==> src/rtl/byte_word_assembler.sv <==
// byte_word_assembler: reassembles an LSB-first byte stream into 32-bit words behind a valid/ready output register.
//
// Ports:
//   CLK_0      in   1   clock, all state updates on the rising edge
//   RST_N      in   1   asynchronous active-low reset
//   data_in    in   8   incoming byte
//   in_valid   in   1   data_in carries a byte this cycle
//   sof        in   1   start-of-word marker (used only with BWA_SOF_RESYNC_EN)
//   in_ready   out  1   byte is accepted this cycle (combinational)
//   data_out   out  32  assembled word, byte 0 in [7:0]
//   out_valid  out  1   data_out holds an unconsumed word
//   out_ready  in   1   consumer takes data_out this cycle
//   ovf        out  1   sticky: a byte was dropped because the fourth lane stalled
//   sync_err   out  1   one-cycle pulse: sof arrived mid-word
//
// Optional feature: define BWA_SOF_RESYNC_EN to let sof force the byte into lane 0.
// Without it sof is ignored and sync_err stays 0.
module byte_word_assembler (
    input  logic        CLK_0,
    input  logic        RST_N,
    input  logic [7:0]  data_in,
    input  logic        in_valid,
    input  logic        sof,
    output logic        in_ready,
    output logic [31:0] data_out,
    output logic        out_valid,
    input  logic        out_ready,
    output logic        ovf,
    output logic        sync_err
);
    logic [1:0]  cnt, cnt_n;
    logic [23:0] part, part_n;
    logic [31:0] data_out_n;
    logic        out_valid_n, ovf_n, sync_err_n;
    logic        accept, sof_hit, wr, complete;

    // Only the completing byte can stall; lanes 0..2 always have room in part.
    assign in_ready = !(cnt == 2'd3 && out_valid && !out_ready);
    assign accept   = in_valid && in_ready;

`ifdef BWA_SOF_RESYNC_EN
    assign sof_hit = accept && sof;
`else
    logic sof_unused;
    assign sof_unused = sof;
    assign sof_hit    = 1'b0;
`endif

    // A sof byte restarts the word, so it never completes one even at cnt==3.
    assign wr       = accept && !sof_hit;
    assign complete = wr && cnt == 2'd3;

    always_comb begin
        cnt_n         = sof_hit ? 2'd1 : accept ? cnt + 2'd1 : cnt;
        part_n[7:0]   = (sof_hit || (wr && cnt == 2'd0)) ? data_in : part[7:0];
        part_n[15:8]  = sof_hit ? 8'h00 : (wr && cnt == 2'd1) ? data_in : part[15:8];
        part_n[23:16] = sof_hit ? 8'h00 : (wr && cnt == 2'd2) ? data_in : part[23:16];
        data_out_n    = complete ? {data_in, part} : data_out;
        out_valid_n   = complete || (out_valid && !out_ready);
        ovf_n         = ovf || (in_valid && !in_ready);
        sync_err_n    = sof_hit && cnt != 2'd0;
    end

    always_ff @(posedge CLK_0 or negedge RST_N) begin
        if (!RST_N) begin
            cnt       <= 2'd0;
            part      <= 24'h0;
            data_out  <= 32'h0;
            out_valid <= 1'b0;
            ovf       <= 1'b0;
            sync_err  <= 1'b0;
        end else begin
            cnt       <= cnt_n;
            part      <= part_n;
            data_out  <= data_out_n;
            out_valid <= out_valid_n;
            ovf       <= ovf_n;
            sync_err  <= sync_err_n;
        end
    end
endmodule

==> config.mk <==
export PLATFORM = sky130hd
export DESIGN_NAME = byte_word_assembler
export DESIGN_NICKNAME = d
export VERILOG_FILES = /design/src/rtl/byte_word_assembler.sv
export SDC_FILE = /design/constraint.sdc
export NUM_CORES = 1
export LEC_CHECK = 0
export ABC_AREA = 1
export CAP_MARGIN = 20
export CORE_MARGIN = 2
export CORE_UTILIZATION = 45
export CTS_BUF_LIST = sky130_fd_sc_hd__clkbuf_2
export DETAILED_ROUTE_END_ITERATION = 12
export PLACE_DENSITY_LB_ADDON = 0.2
export SLEW_MARGIN = 10
export SYNTH_ARGS = -nofsm -noshare
export SYNTH_HDL_FRONTEND = slang
export SYNTH_SLANG_ARGS = --single-unit
==> constraint.sdc <==
create_clock -name CLK_0 -period 1.7 [get_ports CLK_0]
set_clock_uncertainty 0.1 [all_clocks]
set_input_delay 0.34 -clock CLK_0 [delete_from_list [all_inputs] [get_ports CLK_0]]
set_output_delay 0.34 -clock CLK_0 [all_outputs]
set_load 0.01 [all_outputs]
### Word level (Yosys, flattened, before mapping)

Cells that the tools add are included.

* $add $sub $neg: 1
* equality and inequality tests: 3
* reduce and logical (&&, ||, !) cells: 14

Operators with widths (count)
* 1-bit logical AND: 9
* 2-bit equality test, second input constant: 2
* 2-bit by 1-bit adder with 2-bit output, second input constant: 1
* 2-bit by 1-bit equality test with 1-bit output, second input constant: 1
* 1-bit logical NOT: 2
* 2-bit logical NOT: 1
* 1-bit logical OR: 2

* register bits after elaboration: 60

### Depth between registers and ports, before layout

* word-level depth: 7
* mapped depth: 7
* mapped depth without buffers: 5

### Worst setup path after synthesis

Ideal clock, no wire load.

* kind: flip-flop to output port
* start point: register cnt[0]
* end point: output port in_ready
* arrival time: 0.919 ns
* required time: 1.260 ns
* path slack: 0.341 ns
* cell stages (with the launch flop): 4
* cell sequence: dfrtp_1 ha_1 nand3_2 buf_2

* word-level cells in the longest chain between the ends: 4

RTL lines
* start, declared: RTL line 31 `logic [1:0] cnt, cnt_n;`
* start signal, assigned: RTL line 73 `cnt <= cnt_n;`
* 2-bit equality test: RTL line 38 `assign in_ready = !(cnt == 2'd3 && out_valid && !out_ready);`
* 1-bit logical AND (2 in a row): RTL line 38
* 1-bit logical NOT: RTL line 38
* end, declared: RTL line 24 `output logic in_ready,`

Every way passes these cells.

### Worst setup path in the final report

Same ends and word-level chain as after synthesis.

==> flow_metrics.py <==
metrics = {
    "status": {
        "status": "complete, but fails checks",
        "violations": "setup timing",
    },
    "clock_tree": {
        "h-tree-depth": 3,
        "insertion_delay_ns": 0.45,
        "cts.sinks": 60,
        "cts_made_buffers": 9,
        "cts_tree": "done",
        "clock_path_buffers": 2,
        "clk_pin_slew_ns": 0.16,
        "cts_root_buf": "clkbuf_2",
    },
    "die": {
        "io_pins": 49,
        "die_w_um": 80.23,
        "initial_utilization": 0.4691,
        "rows": 27,
        "die_y_um": 80.23,
        "die_area_um2": 6437,
        "core_um2": 5574,
    },
    "finish": {
        "postLayoutCoreUtil": 0.5912,
        "fin_nets": 346,
        "n_antenna_cell": 0,
        "fin_cells": 404,
        "drive_above_1_share": 0.1837,
        "post-route-cell-area_um2": 3296,
        "area_growth_pct": 26.03,
    },
    "worst_hold_path": {
        "hold_path_class": "primary input to asynchronous set/reset pin",
    },
    "power": {
        "ir_drop_mv": 0.7415,
        "p_leak_nw": 1.788,
        "power.total_mw": 5.364,
        "powerDensity_nw_per_um2": 1628,
    },
    "timing": {
        "tightest_slew_ns": 0.5319,
        "fmax_mhz": 585.6,
        "fin_crit_ns": 1.708,
        "finalWorstSetupSlack_ns": -0.007665,
        "hold_violations": 0,
        "slew_headroom": 0.6454,
        "final-max-slew-violation-count": 0,
        "grt_setup_unrepaired": "true",
        "finalSetupTns_ns": -0.007665,
        "setup_viol": 1,
        "hold_slack_ns": 0.2739,
        "post-route-period-util": 1.005,
    },
    "yosys": {
        "syn_area_um2": 2615,
        "synth.avg_cell_area_um2": 9.721,
        "synth_seq_area_share": 0.5742,
        "synth_top_area_frac": 0.5742,
        "yosys.cell_types.count": 15,
        "ys_ff_latch": 60,
        "synthCells": 269,
        "netlist_top_cells_area": "dfrtp_1, nand2_1, o21ai_2, nand4_1, inv_1",
        "syn_nets": 286,
        "synth_top_area_cell": "dfrtp_1",
        "ys.warnings.count": 0,
    },
    "placed_design": {
        "placed_area_um2": 3174,
        "place_inst": 385,
        "pre_cts_ws_ns": -0.2570,
        "place_congestion": 0.8804,
        "dpl.hpwl_um": 3553,
        "io_buffers": 46,
    },
    "drt": {
        "drt_wl_total_um": 5131,
        "via_count": 1956,
        "initialDrtViolationCount": 38,
        "wire_per_inst_um": 12.70,
        "drcViolationCount": 0,
        "first_pass_iters": 4,
        "ant_nets": 0,
        "via_per_inst": 4.842,
    },
    "global_route": {
        "grt_max_degree": 34,
        "grt-ovfl-total": 0,
        "first_global_vias": 1916,
        "antenna_found_initial": 0,
        "grt_pass1_wl_um": 8928,
        "track_usage": 0.1852,
    },
    "critical_path": {
        "worst-path-max-fanout": 2,
        "worstSetupStartpointType": "flip-flop",
        "criticalPathCategory": "flip-flop to primary output",
        "regToRegSetupSlack_ns": 0.08,
        "cp-end-kind": "primary output",
        "crit_required_ns": 1.26,
        "arrival_ns": 1.27,
    },
    "flow_run": {
        "maxCapViolCount": 0,
    },
}
-- cell families after synthesis --
kind of cell,synth area share
adders and majority gates,0.01914
and+or+nand+nor,0.1995
other,0.001434
DFF,0.5742
buffers and inverters,0.1086
AOI/OAI and AO/OA,0.09713
-- placed cells by master, fill, tap and decap left out, drive strengths merged --
| master | netlist | layout |
|---|---|---|
| dfrtp | 60 | 60 |
| buf | 16 | 21 |
| dlygate4sd3 | 0 | 1 |
| clkbuf | 1 | 10 |
| conb | 1 | 1 |
| ha | 4 | 4 |
| inv | 36 | 36 |
| o21bai | 1 | 1 |
| bufinv | 0 | 1 |
| dlygate4sd2 | 0 | 34 |
| nand4 | 24 | 24 |
| o21ai | 32 | 32 |
| clkdlybuf4s50 | 0 | 10 |
| nand2 | 87 | 87 |
| clkinv | 0 | 3 |
| nand3 | 7 | 7 |
-- sequential cells by signal, summed over array words and instances (netlist names) --
signal,count
data_out,32
part,24
cnt,2
out_valid,1
ovf,1
-- final cells by class --
class / instances / area (um2)
Timing Repair Buffer: 66 / 616.8
Clock inverter: 4 / 42.54
Tap cell: 72 / 90.09
Fill cell: 518 / 2278
Inverter: 36 / 135.1
Multi-Input combinational cell: 156 / 859.6
Clock buffer: 10 / 50.05
Sequential cell: 60 / 1501
-- cells in the mapped netlist --
master / count
o21ai_2: 23
conb_1: 1
buf_2: 4
clkbuf_2: 1
o21ai_1: 9
o21bai_1: 1
nand3_2: 2
inv_1: 36
ha_1: 4
buf_4: 3
nand4_1: 24
nand3_1: 5
nand2_1: 87
dfrtp_1: 60
buf_6: 9
-- what timing repair did --
action	4_1_cts	5_1_grt
hold buffers	1	0
pin swaps	1	0
gates resized for setup	44	0
endpoints found under the setup margin	51	10
hold endpoints to repair	19	0
setup buffers	3	1
-- layer usage --
metal  up-vias  global-route usage  share of wire
met1       915              0.2382           0.47
met3        14             0.05730          0.044
met2        48              0.2825           0.46
met4         0             0.09322          0.027
met5         -                   0              0
li1        979                   -              -
-- worst max-delay path, cell delays in order (launching register included) --
cell and delay, ns:
dfrtp_1 0.44, ha_4 0.19, nand3_4 0.09, buf_6 0.10
-- report_power, final --
group          switching [mW]  internal [mW]  total (mW)
Combinational            1.13           1.01        2.14
Clock                   0.465          0.320       0.785
Sequential              0.350           2.09        2.44
-- path summary, 6_finish.rpt --
check / cells past startpoint / from / end
hold / removal: 2 / RST_N / data_out[6]
min in group CLK_0: 2 / part[7] / part[7]
setup / recovery: 3 / cnt[0] / in_ready
setup reg to reg: 7 / cnt[0] / part[10]
max in group asynchronous: 3 / RST_N / data_out[22]
hold reg to reg: 2 / part[7] / part[7]
Power figures use the tool's default switching activity.
